## config.mk

```make
export PLATFORM = sky130hd
export DESIGN_NAME = multicycle_ctrl
export DESIGN_NICKNAME = d
export VERILOG_FILES = /design/src/rtl/multicycle_ctrl_pkg.sv /design/src/rtl/multicycle_ctrl_alu_dec.sv /design/src/rtl/multicycle_ctrl.sv
export SDC_FILE = /design/constraint.sdc
export NUM_CORES = 1
export LEC_CHECK = 0
export BUFFER_PORTS_ARGS = -buffer_cell sky130_fd_sc_hd__buf_2
export CAP_MARGIN = 20
export CORE_MARGIN = 2
export CORE_UTILIZATION = 53
export DETAILED_ROUTE_END_ITERATION = 10
export PLACE_DENSITY = 0.94
export REMOVE_ABC_BUFFERS = 1
export SYNTH_ARGS = -nofsm -noshare
export SYNTH_HDL_FRONTEND = slang
export SYNTH_SLANG_ARGS = --single-unit
```

## constraint.sdc

```tcl
create_clock -name clk -period 3.8 [get_ports clk]
set_input_delay 0.76 -clock clk [delete_from_list [all_inputs] [get_ports clk]]
set_output_delay 0.76 -clock clk [all_outputs]
set_load 0.05 [all_outputs]
```

## src/rtl/multicycle_ctrl_pkg.sv

```systemverilog
// Shared encodings for the multicycle RV32I controller: states, opcodes, ALU codes and
// datapath select codes.
package multicycle_ctrl_pkg;

   localparam logic [3:0] StFetch    = 4'd0;
   localparam logic [3:0] StDecode   = 4'd1;
   localparam logic [3:0] StMemAdr   = 4'd2;
   localparam logic [3:0] StMemRead  = 4'd3;
   localparam logic [3:0] StMemWb    = 4'd4;
   localparam logic [3:0] StMemWrite = 4'd5;
   localparam logic [3:0] StExecR    = 4'd6;
   localparam logic [3:0] StExecI    = 4'd7;
   localparam logic [3:0] StAluWb    = 4'd8;
   localparam logic [3:0] StBeq      = 4'd9;
   localparam logic [3:0] StJal      = 4'd10;
   localparam logic [3:0] StError    = 4'd11;

   localparam logic [6:0] OpLoad   = 7'b0000011;
   localparam logic [6:0] OpStore  = 7'b0100011;
   localparam logic [6:0] OpRType  = 7'b0110011;
   localparam logic [6:0] OpIType  = 7'b0010011;
   localparam logic [6:0] OpBranch = 7'b1100011;
   localparam logic [6:0] OpJal    = 7'b1101111;

   localparam logic [1:0] AluOpAdd  = 2'b00;
   localparam logic [1:0] AluOpSub  = 2'b01;
   localparam logic [1:0] AluOpFunc = 2'b10;

   localparam logic [2:0] AluAdd = 3'b000;
   localparam logic [2:0] AluSub = 3'b001;
   localparam logic [2:0] AluAnd = 3'b010;
   localparam logic [2:0] AluOr  = 3'b011;
   localparam logic [2:0] AluSlt = 3'b101;

   localparam logic [1:0] ResAluOut    = 2'b00;
   localparam logic [1:0] ResData      = 2'b01;
   localparam logic [1:0] ResAluResult = 2'b10;

   localparam logic [1:0] SrcAPc    = 2'b00;
   localparam logic [1:0] SrcAOldPc = 2'b01;
   localparam logic [1:0] SrcARs1   = 2'b10;

   localparam logic [1:0] SrcBRs2  = 2'b00;
   localparam logic [1:0] SrcBImm  = 2'b01;
   localparam logic [1:0] SrcBFour = 2'b10;

   localparam logic [1:0] ImmI = 2'b00;
   localparam logic [1:0] ImmS = 2'b01;
   localparam logic [1:0] ImmB = 2'b10;
   localparam logic [1:0] ImmJ = 2'b11;

   // Only these funct3 values are implemented for register/immediate ALU ops.
   function automatic logic funct3_legal(input logic [2:0] f3);
      return (f3 == 3'b000) || (f3 == 3'b010) || (f3 == 3'b110) || (f3 == 3'b111);
   endfunction

endpackage

```

## src/rtl/multicycle_ctrl_alu_dec.sv

```systemverilog
// Combinational ALU decoder: maps ALUOp and instruction fields to ALUControl.
module multicycle_ctrl_alu_dec
   import multicycle_ctrl_pkg::*;
(
   input  logic [1:0] alu_op,
   input  logic [2:0] funct3,
   input  logic       op_b5,
   input  logic       funct7b5,
   output logic [2:0] alu_control
);

   always_comb begin
      alu_control = AluAdd;
      case (alu_op)
         AluOpSub: alu_control = AluSub;
         AluOpFunc: begin
            case (funct3)
               3'b000:  alu_control = (op_b5 && funct7b5) ? AluSub : AluAdd;
               3'b010:  alu_control = AluSlt;
               3'b110:  alu_control = AluOr;
               3'b111:  alu_control = AluAnd;
               default: alu_control = AluAdd;
            endcase
         end
         default: alu_control = AluAdd;
      endcase
   end

endmodule

```

## src/rtl/multicycle_ctrl.sv

```systemverilog
// Moore FSM sequencing the multicycle RV32I datapath, with a memory-ready handshake and a
// watchdog that traps to ERROR when memory stalls too long.
module multicycle_ctrl
   import multicycle_ctrl_pkg::*;
#(
   parameter int unsigned MEM_TIMEOUT = 16
) (
   input  logic       clk,
   input  logic       reset,
   input  logic [6:0] op,
   input  logic [2:0] funct3,
   input  logic       funct7b5,
   input  logic       Zero,
   input  logic       MemReady,
   output logic       MemReq,
   output logic       AdrSrc,
   output logic       MemWrite,
   output logic       IRWrite,
   output logic       PCWrite,
   output logic       RegWrite,
   output logic [1:0] ResultSrc,
   output logic [1:0] ALUSrcA,
   output logic [1:0] ALUSrcB,
   output logic [1:0] ImmSrc,
   output logic [2:0] ALUControl,
   output logic       Illegal
);

   localparam int unsigned CntW = $clog2(MEM_TIMEOUT);

   logic [3:0]      state_q, state_d, out_state;
   logic [CntW-1:0] wait_cnt_q, wait_cnt_d;
   logic            mem_wait, timeout;
   logic [1:0]      alu_op;

   assign mem_wait = ((state_q == StFetch) || (state_q == StMemRead) ||
                      (state_q == StMemWrite)) && !MemReady;
   assign timeout  = mem_wait && (wait_cnt_q == CntW'(MEM_TIMEOUT - 1));

   always_comb begin
      state_d = state_q;
      case (state_q)
         StFetch:    if (MemReady) state_d = StDecode;
         StDecode: begin
            case (op)
               OpLoad, OpStore: state_d = StMemAdr;
               OpRType:         state_d = funct3_legal(funct3) ? StExecR : StError;
               OpIType:         state_d = funct3_legal(funct3) ? StExecI : StError;
               OpBranch:        state_d = StBeq;
               OpJal:           state_d = StJal;
               default:         state_d = StError;
            endcase
         end
         StMemAdr:   state_d = op[5] ? StMemWrite : StMemRead;
         StMemRead:  if (MemReady) state_d = StMemWb;
         StMemWb:    state_d = StFetch;
         StMemWrite: if (MemReady) state_d = StFetch;
         StExecR:    state_d = StAluWb;
         StExecI:    state_d = StAluWb;
         StAluWb:    state_d = StFetch;
         StBeq:      state_d = StFetch;
         StJal:      state_d = StAluWb;
         StError:    state_d = StError;
         default:    state_d = StError;
      endcase
      if (timeout) state_d = StError;
   end

   // Counter only runs while stalled in the same memory state; any transition clears it.
   assign wait_cnt_d = (mem_wait && (state_d == state_q)) ? wait_cnt_q + CntW'(1) : '0;

   always_ff @(posedge clk) begin
      if (reset) begin
         state_q    <= StFetch;
         wait_cnt_q <= '0;
      end else begin
         state_q    <= state_d;
         wait_cnt_q <= wait_cnt_d;
      end
   end

   // During reset the outputs look like FETCH with every enable suppressed.
   assign out_state = reset ? StFetch : state_q;

   always_comb begin
      MemReq    = 1'b0;
      AdrSrc    = 1'b0;
      MemWrite  = 1'b0;
      IRWrite   = 1'b0;
      PCWrite   = 1'b0;
      RegWrite  = 1'b0;
      ResultSrc = ResAluOut;
      ALUSrcA   = SrcAPc;
      ALUSrcB   = SrcBRs2;
      alu_op    = AluOpAdd;
      Illegal   = 1'b0;
      case (out_state)
         StFetch: begin
            MemReq    = 1'b1;
            IRWrite   = MemReady;
            PCWrite   = MemReady;
            ALUSrcB   = SrcBFour;
            ResultSrc = ResAluResult;
         end
         StDecode: begin
            ALUSrcA = SrcAOldPc;
            ALUSrcB = SrcBImm;
         end
         StMemAdr: begin
            ALUSrcA = SrcARs1;
            ALUSrcB = SrcBImm;
         end
         StMemRead: begin
            MemReq = 1'b1;
            AdrSrc = 1'b1;
         end
         StMemWb: begin
            ResultSrc = ResData;
            RegWrite  = 1'b1;
         end
         StMemWrite: begin
            MemReq   = 1'b1;
            MemWrite = 1'b1;
            AdrSrc   = 1'b1;
         end
         StExecR: begin
            ALUSrcA = SrcARs1;
            alu_op  = AluOpFunc;
         end
         StExecI: begin
            ALUSrcA = SrcARs1;
            ALUSrcB = SrcBImm;
            alu_op  = AluOpFunc;
         end
         StAluWb:  RegWrite = 1'b1;
         StBeq: begin
            ALUSrcA = SrcARs1;
            alu_op  = AluOpSub;
            PCWrite = Zero;
         end
         StJal: begin
            ALUSrcA = SrcAOldPc;
            ALUSrcB = SrcBFour;
            PCWrite = 1'b1;
         end
         StError:  Illegal = 1'b1;
         default:  Illegal = 1'b1;
      endcase
      if (reset) begin
         MemReq   = 1'b0;
         MemWrite = 1'b0;
         IRWrite  = 1'b0;
         PCWrite  = 1'b0;
         RegWrite = 1'b0;
      end
   end

   always_comb begin
      case (op)
         OpStore:  ImmSrc = ImmS;
         OpBranch: ImmSrc = ImmB;
         OpJal:    ImmSrc = ImmJ;
         default:  ImmSrc = ImmI;
      endcase
   end

   multicycle_ctrl_alu_dec u_alu_dec (
      .alu_op      (alu_op),
      .funct3      (funct3),
      .op_b5       (op[5]),
      .funct7b5    (funct7b5),
      .alu_control (ALUControl)
   );

endmodule

```

# Word level (Yosys, flattened, before mapping)
# Index checks and enable logic that the tools add are counted.
word_totals:
  in_bits: 15
  out_inout_bits: 18
  register_bits: 8
classes:
  addsub: 1
  reduce_logical: 26
  muxes: 30
  bitwise_logic: 1
  eq_ne: 33
op_table:
  columns: ["op", "n"]
  rows:
  - ["4-bit by 3-bit == test with 1-bit output (second input constant)", 8]
  - ["4-bit == test (second input constant)", 7]
  - ["4-bit 2-to-1 mux", 7]
  - ["4-bit one-hot mux with 7 select lines", 1]
  - ["4-bit one-hot mux with 5 select lines", 1]
  - ["4-bit by 2-bit == test with 1-bit output (second input constant)", 4]
  - ["2-bit one-hot mux with 2 select lines", 4]
  - ["7-bit by 6-bit == test with 1-bit output (second input constant)", 2]
  - ["7-bit == test (second input constant)", 2]
  - ["2-bit OR reduction", 7]
  - ["1-bit 2-to-1 mux", 12]
  - ["3-bit one-hot mux with 4 select lines", 1]
  - ["3-bit OR reduction", 4]
  - ["11-bit OR reduction", 1]
  - ["4-bit by 1-bit == test with 1-bit output (second input constant)", 2]
  - ["4-bit logical NOT", 2]
  - ["7-bit by 2-bit == test with 1-bit output (second input constant)", 1]
  - ["7-bit by 5-bit == test with 1-bit output (second input constant)", 1]
  - ["3-bit == test (second input constant)", 2]
  - ["2-bit one-hot mux with 3 select lines", 1]
  - ["3-bit one-hot mux with 2 select lines", 1]
  - ["1-bit logical OR", 5]
  - ["4-bit by 1-bit adder with 4-bit output (second input constant)", 1]
  - ["4-bit == test", 1]
  - ["other kinds (10)", 13]

# Depth between registers and ports, before layout
# Gate-level depths: netlist of run 1.
logic_depth:
  word_depth: 12
  depth_mapped: 7
  ltp_nobuf: 6

# Hierarchy
# Synthesis of run 1 repeated with hierarchy kept, for this count alone.
hier_totals:
  hier_cells: 130
  hier_area_um2: 920.9
by_module_without_submodules:
  columns: ["mod", "area_each_um2", "n_inst", "cells_each"]
  rows:
  - ["multicycle_ctrl", 824.5, 1, 119]
  - ["multicycle_ctrl_alu_dec", 96.3, 1, 11]

# Worst setup path after synthesis of run 1
# No wires, ideal clock.
synth_path:
  path_kind: "input-to-output"
  startpoint: "input port reset"
  endpoint: "output port ALUControl[2]"
  arrival_time_ps: 3122
  slack_ps: -82
  cell_stages: 5
  cell_sequence: "clkbuf_1 > nor2_1 > and3_1 > ha_1 > nor4_1"
synth_between:
  elab_chain_cells: 6
synth_rtl:
  columns: ["item", "line", "text"]
  rows:
  - ["start, declared", "multicycle_ctrl.sv:9", "input logic reset,"]
  - ["4-bit 2-to-1 mux *", "multicycle_ctrl.sv:83", "assign out_state = reset ? StFetch : state_q;"]
  - ["4-bit by 3-bit == test with 1-bit output", "multicycle_ctrl.sv:97", "case (out_state)"]
  - ["2-bit OR reduction (no line)", null, null]
  - ["2-bit one-hot mux with 2 select lines *", "multicycle_ctrl.sv:97", null]
  - ["2-bit == test / 2-bit by 1-bit == test with 1-bit output (equally long branches)", "multicycle_ctrl_alu_dec.sv:14", "case (alu_op)"]
  - ["3-bit one-hot mux with 2 select lines *", "multicycle_ctrl_alu_dec.sv:14", null]
  - ["end, declared", "multicycle_ctrl.sv:25", "output logic [2:0] ALUControl,"]
# Mark *: on every way between the ends. The rest lies on a longest branch, timed or not.

# Worst setup path in the final report of run 1
layout_path:
  startpoint: "register state_q[3]"
  endpoint: "output port ALUControl[2]"
layout_between:
  elab_chain_cells: 6
layout_rtl:
  columns: ["item", "line", "text"]
  rows:
  - ["start, declared", "multicycle_ctrl.sv:31", "logic [3:0] state_q, state_d, out_state;"]
  - ["start signal, assigned", "multicycle_ctrl.sv:74", "state_q <= StFetch;"]
  - ["start signal, assigned", "multicycle_ctrl.sv:77", "state_q <= state_d;"]
  - ["4-bit 2-to-1 mux *", "multicycle_ctrl.sv:83", null]
  - ["4-bit by 3-bit == test with 1-bit output", "multicycle_ctrl.sv:97", null]
  - ["2-bit OR reduction (no line)", null, null]
  - ["2-bit one-hot mux with 2 select lines *", "multicycle_ctrl.sv:97", null]
  - ["2-bit == test / 2-bit by 1-bit == test with 1-bit output (equally long branches)", "multicycle_ctrl_alu_dec.sv:14", null]
  - ["3-bit one-hot mux with 2 select lines *", "multicycle_ctrl_alu_dec.sv:14", null]
# Marks and branches as above.

==> metrics.md, run 1 <==
| Metric | Value |
|---|---|
| Outcome | `complete, no violations` |
| Ratio of cells with drive above 1 in the final layout | `26.1%` |
| Design Power | `533 uW` |
| FF-to-FF path depth | `4` |
| Chip height | `46.2 um` |
| Post-synth top area share | `17.0%` |
| Crit path from | `state_q[3]$_SDFF_PP0_` |
| Final WL | `2260 um` |
| Setup crit end kind | `output pin` |
| Row count | `15` |
| Yosys warns | `0` |
| Largest family of logic cells by synthesized area | `simple AND/OR/NAND/NOR gates` |
| Register area | `160 sq um` |
| Clock Latency Late Sink | `0.26 ns` |
| First-pass GRT wire length | `3660 um` |
| Synth-to-Final Area Change | `15.1%` |
| Worst EP arrival | `2.42 ns` |
| Post-CTS Setup Inserts | `0` |
| Fin util | `63.5%` |
| Clock Tree Root | `clkbuf_4` |
| N_diodes | `0` |
| Fill cells | `165` |
| Min Tclk post-route | `3.18 ns` |
| FF+latch count, synth | `8` |
| Hold Buf Count CTS | `0` |
| Compound-Gate Fraction of Synth Area | `21.9%` |
| GP Congestion | `0.871` |
| CP endpoint | `ALUControl[2]` |
| Worst Tran Pin Value | `0.786 ns` |
| DR vias/cell | `5.80` |
| Die W | `46.2 um` |
| Gr ovfl total | `0` |
| Leading cell type in the layout, fill and taps excluded | `buf_2` |
| PwrDens | `492 nW/um^2` |
| Worst path depth | `6` |
| Sequential Power Share | `29.3%` |
| Critical path launch point type | `flop` |
| Antenna violations before repair | `0` |
| Post_cts resized | `0` |
| Switching share of power | `53.8%` |
| Vias | `1078` |
| Adder-cell area share of the yosys netlist | `3.98%` |
| Hold Fails Final Rpt | `0` |
| Peak supply drop | `0.231 mV` |
| Worst Path Max Fanout | `20` |
| Final worst-path cycle share | `83.6%` |
| Initial drt markers | `29` |
| Largest net degree at the start of global routing | `24` |
| Die area | `2130 sq um` |
| Synth Area in XOR/XNOR | `3.72%` |
| Worst path buffer plus inverter count | `2` |
| Pint | `246 uW` |
| Nets | `181` |
| Mux share of post-synthesis cell area | `2.26%` |
| Total GRT Usage | `23.1%` |
| Drt pass-1 iters | `4` |
| Synth top area cells | `dfxtp_1, nor2_1, nand2b_1` |
| Post-synth EDFFs | `0` |
| Slowest cell on the critical path | `dfxtp_1` |
| Min Hold Slack | `0.454 ns` |
| I/O pins | `33` |
| Routed Antenna Nets | `0` |
| WL/cell | `12.2 um` |
| Crit path max-delay family | `flip-flops` |
| Post-synth cell types | `44` |
| Endpoints failing setup | `0` |
| Core footprint | `1710 sq um` |
| Number of global-route vias before repair | `885` |
| CP Data Required Time | `3.04 ns` |
| HPWL Detailed | `1700 um` |
| DRC | `0` |
| Power share of the clock group | `12.3%` |
| R2R setup slack | `2.05 ns` |
| CP Class | `reg -> out` |
| Num Clock Sinks | `8` |
| Cts bufs inserted | `3` |
| Main synth FF type | `dfxtp_1` |
| Syn Area/Cell | `6.93 sq um` |
| Setup Skew | `0.00683 ns` |
| Non-Filler Instances | `186` |
| Initial Util | `55.2%` |
| Fmax | `0.315 GHz` |
| H-tree Lvls | `1` |
| Final setup TNS | `0 ns` |
| Max-cap violations | `0` |
| Sequential share of the synthesized area | `17.0%` |
| RSZ-0062 raised after global routing | `false` |
| FF-to-FF Start | `state_q[2]$_SDFF_PP0_` |
| Clk slew on worst S/H paths | `0.05 ns` |
| CP Cell Sequence | `nand2b_1, nor3_2, inv_1, ha_1, nor4_1, buf_2` |
| Comb pwr share | `58.4%` |
| Placed cell count | `183` |
| Deepest clock path buffer count | `2` |
| Relative slew slack | `47.6%` |
| Most frequent cells in the layout | `buf_2, nor2_1, nand2_1, nand2b_1, inv_1` |
| Synthesized netlist cell count | `136` |
| Final Max Tran Viols | `0` |
| Worst reg2reg endpoint | `state_q[2]$_SDFF_PP0_` |
| Hold WC Path Type | `reg -> reg` |
| Port Buf Inserts | `32` |
| Cell Area, Synth | `942 sq um` |
| Footprint of the multi-input gates | `677 sq um` |
| Leakage power | `0.000499 uW` |
| Simple logic cell fraction of the synthesized area | `40.0%` |
| Area leader, netlist | `dfxtp_1` |
| Sw Pwr | `287 uW` |
| Worst path max stage delay | `0.76 ns` |
| Post-synth ARST share | `0%` |
| CTS tree | `built` |
==> power groups by stage <==
| stage | Sequential, uW | Combinational (uW) | Clock [uW] |
|---|---|---|---|
| final | 156 | 311 | 65.6 |
| after global routing | 162 | 339 | 67.5 |
| after CTS | 153 | 312 | 66.3 |
| after detailed placement | 155 | 310 | 0 |
| after global placement | 153 | 302 | 0 |
| after floorplan | 142 | 249 | 0 |
==> how the worst min path moves through the flow <==
stage / start / to / slack, ns / depth (start not counted)
floorplan: wait_cnt_q[0]$_SDFF_PP0_ / wait_cnt_q[0]$_SDFF_PP0_ / 0.42 / 1
global placement: wait_cnt_q[0]$_SDFF_PP0_ / wait_cnt_q[0]$_SDFF_PP0_ / 0.43 / 1
detailed placement: wait_cnt_q[0]$_SDFF_PP0_ / wait_cnt_q[0]$_SDFF_PP0_ / 0.45 / 1
CTS: wait_cnt_q[0]$_SDFF_PP0_ / wait_cnt_q[0]$_SDFF_PP0_ / 0.46 / 1
global route: wait_cnt_q[0]$_SDFF_PP0_ / wait_cnt_q[0]$_SDFF_PP0_ / 0.51 / 1
finish: wait_cnt_q[0]$_SDFF_PP0_ / wait_cnt_q[0]$_SDFF_PP0_ / 0.45 / 1
==> registers in the layout, summed over array words and instances (netlist names) <==
name / count
wait_cnt_q: 4
state_q: 4
==> metal layers <==
layer | GRT usage (%) | vias up | share of wire, %
met2 | 40.6 | 62 | 51
met1 | 28.2 | 482 | 39
met5 | 0 | - | 0
met4 | 9.14 | 0 | 1.4
met3 | 2.75 | 4 | 8.5
li1 | - | 530 | -
==> area by class of cell <==
| cell class | instances | share of cell area [%] |
|---|---|---|
| multi-input cells | 109 | 62.4 |
| flip-flops and latches | 8 | 14.8 |
| repair buffers | 32 | 14.8 |
| inverters | 9 | 3.11 |
| well taps | 25 | 2.88 |
| clock buffers | 3 | 2.08 |
==> cell usage after synthesis (3+ instances only) <==
cell and number:
a21oi_1 8, a31oi_1 4, and3_1 4, buf_2 3, buf_6 3, dfxtp_1 8, ha_1 3, inv_1 9
nand2_1 14, nand2b_1 9, nand3_1 5, nor2_1 17, nor3_1 4, o21ai_0 5, or2_2 3, xor2_1 3
==> metrics by stage <==
step	worst slack, ns	area, sq um
floorplan	0.164	871
global placement	0.950	1060
detailed placement	0.873	1060
CTS	0.654	1080
global route	0.447	1080
finish	0.624	1080
==> logic make-up after synthesis <==
| logic type | Yosys count |
|---|---|
| XOR/XNOR | 4 |
| AO/OA/AOI/OAI | 31 |
| AND/OR/NAND/NOR | 69 |
| adder cells (fa/ha/maj) | 3 |
| multiplexers | 2 |
| flip-flops | 8 |
| buffers and inverters | 19 |
==> worst reg2reg max path: stages (launching register included) <==
cell,delay (ns)
dfxtp_1,0.83
inv_1,0.19
o32ai_1,0.29
nor2b_1,0.20
o211a_1,0.18
(Power assumes the default switching activity.)
==> run 2: changes to the inputs <==
- ABC_AREA: default -> 1
- CORE_UTILIZATION: 53 -> 48
- PLACE_DENSITY: 0.94 -> 0.89
- clock period: 3.8 -> 2.96 ns (I/O delays scaled with it)
==> metrics.md, run 2 <==
| Metric | Value |
|---|---|
| Outcome | `complete, no violations` |
| Endpoints failing setup | `0` |
| Fmax | `0.364 GHz` |
| Syn Area/Cell | `5.79 sq um` |
| Port Buf Inserts | `32` |
| First-pass GRT wire length | `3430 um` |
| WL/cell | `10.4 um` |
| Post-synth EDFFs | `0` |
| Final WL | `2090 um` |
| Clk slew on worst S/H paths | `0.05 ns` |
| CTS tree | `built` |
| Critical path launch point type | `input pin` |
| Mux share of post-synthesis cell area | `0%` |
| Leading cell type in the layout, fill and taps excluded | `nand2_1` |
| GP Congestion | `0.928` |
| Die W | `46.1 um` |
| Worst EP arrival | `2.16 ns` |
| Ratio of cells with drive above 1 in the final layout | `27.3%` |
| Final setup TNS | `0 ns` |
| Main synth FF type | `dfxtp_1` |
| Synth-to-Final Area Change | `24.4%` |
| Min Tclk post-route | `2.75 ns` |
| Non-Filler Instances | `200` |
| HPWL Detailed | `1810 um` |
| Setup Skew | `0.00172 ns` |
| Final Max Tran Viols | `0` |
| Post-CTS Setup Inserts | `0` |
| Yosys warns | `0` |
| Hold WC Path Type | `reg -> reg` |
| Cell Area, Synth | `851 sq um` |
| Relative slew slack | `80.5%` |
| Comb pwr share | `69.0%` |
| Final worst-path cycle share | `92.9%` |
| Power share of the clock group | `10.3%` |
| N_diodes | `0` |
| Most frequent cells in the layout | `nand2_1, buf_2, inv_1, nor2_1` |
| Nets | `203` |
| Top flop regs | `state_q (4), wait_cnt_q (4)` |
| CP Class | `in -> out` |
| Count leader, synth | `nand2_1` |
| CP Data Required Time | `2.37 ns` |
| Synth top area cells | `dfxtp_1, nand2_1, inv_1` |
| Peak supply drop | `0.314 mV` |
| Synthesized netlist cell count | `147` |
| Hold Buf Count CTS | `0` |
| DR vias/cell | `5.19` |
| Worst Tran Pin Value | `0.289 ns` |
| Number of global-route vias before repair | `905` |
| Placed cell count | `197` |
| Clock Latency Late Sink | `0.25 ns` |
| Hold Fails Final Rpt | `0` |
| Adder-cell area share of the yosys netlist | `4.41%` |
| Chip height | `46.1 um` |
| Initial drt markers | `16` |
| Setup crit end kind | `output pin` |
| Simple logic cell fraction of the synthesized area | `50.1%` |
| I/O pins | `33` |
| PwrDens | `752 nW/um^2` |
| Total GRT Usage | `21.7%` |
| Vias | `1038` |
| Antenna violations before repair | `0` |
| Post_cts resized | `0` |
| FF+latch count, synth | `8` |
| Min Hold Slack | `0.455 ns` |
| Clock Tree Root | `clkbuf_4` |
| Fin util | `62.7%` |
| Pint | `324 uW` |
| Deepest clock path buffer count | `2` |
| Sw Pwr | `471 uW` |
| Row count | `15` |
| Drt pass-1 iters | `4` |
| Routed Antenna Nets | `0` |
| Synth Area in XOR/XNOR | `2.06%` |
| Compound-Gate Fraction of Synth Area | `10.0%` |
| Post-synth ARST share | `0%` |
| Die area | `2130 sq um` |
| Cts bufs inserted | `3` |
| Post-synth top cells | `nand2_1, inv_1, nor2_1` |
| Area leader, netlist | `dfxtp_1` |
| H-tree Lvls | `1` |
| Sequential Power Share | `20.7%` |
| Initial Util | `50.4%` |
| Leakage power | `0.000596 uW` |
| Num Clock Sinks | `8` |
| Worst Path Max Fanout | `5` |
| DRC | `0` |
| Core footprint | `1690 sq um` |
| Sequential share of the synthesized area | `18.8%` |
| Largest family of logic cells by synthesized area | `simple AND/OR/NAND/NOR gates` |
| Largest net degree at the start of global routing | `9` |
| Post-synth cell types | `27` |
| Gr ovfl total | `0` |
| Design Power | `796 uW` |
| Max-cap violations | `0` |
| Post-synth top area share | `18.8%` |
| RSZ-0062 raised after global routing | `false` |
| Switching share of power | `59.3%` |
run 2: metrics by stage:
| stage | area (sq um) | setup WS (ns) |
|---|---|---|
| after global placement | 1040 | 0.251 |
| final | 1060 | 0.210 |
| after floorplan | 840 | -0.109 |
| after detailed placement | 1040 | 0.211 |
| after CTS | 1060 | 0.206 |
| after global routing | 1060 | 0.130 |
run 2: path summary, 6_finish.rpt:
kind	slack, ns	start	endpoint	cells after the start
max	0.21	reset	ALUControl[0]	9
min	0.45	wait_cnt_q[0]$_SDFF_PP0_	wait_cnt_q[0]$_SDFF_PP0_	1
max reg2reg	1.54	state_q[3]$_SDFF_PP0_	wait_cnt_q[2]$_SDFF_PP0_	7
min reg2reg	0.45	wait_cnt_q[0]$_SDFF_PP0_	wait_cnt_q[0]$_SDFF_PP0_	1
run 2: power by group through the flow:
stage                     Combinational [uW]  Sequential [uW]  Clock (uW)
after floorplan                          438              158           0
after detailed placement                 548              166           0
final                                    549              165        82.0
after global routing                     600              168        91.0
after CTS                                551              163        83.0
after global placement                   538              166           0
run 2: cell families (layout without fill, tap and decap cells):
logic type	after synthesis	after routing
buf+inv	31	67
simple gates	88	88
flops	8	8
compound gates	15	15
xor+xnor	2	2
fa+ha+maj	3	3
run 2: area by class of cell:
type                            count  area [sq um]
Fill cell                         153           631
Sequential cell                     8           160
Timing Repair Buffer               34           175
Inverter                           30           113
Multi-Input combinational cell    108           567
Tap cell                           17          21.3
Clock buffer                        3          22.5
run 2: critical path: stages:
cell	delay (ns)
buf_2	0.12
inv_2	0.08
nand3_1	0.11
nor2_1	0.14
inv_1	0.07
ha_1	0.31
or2_2	0.31
o22ai_1	0.13
buf_2	0.28
run 2: per-layer routing:
metal | GRT usage, % | routed length [um] | vias up
met5 | 0 | 0 | -
met4 | 6.86 | 29 | 0
met3 | 2.35 | 115 | 4
met2 | 41.1 | 1040 | 41
met1 | 24.9 | 904 | 445
li1 | - | - | 548
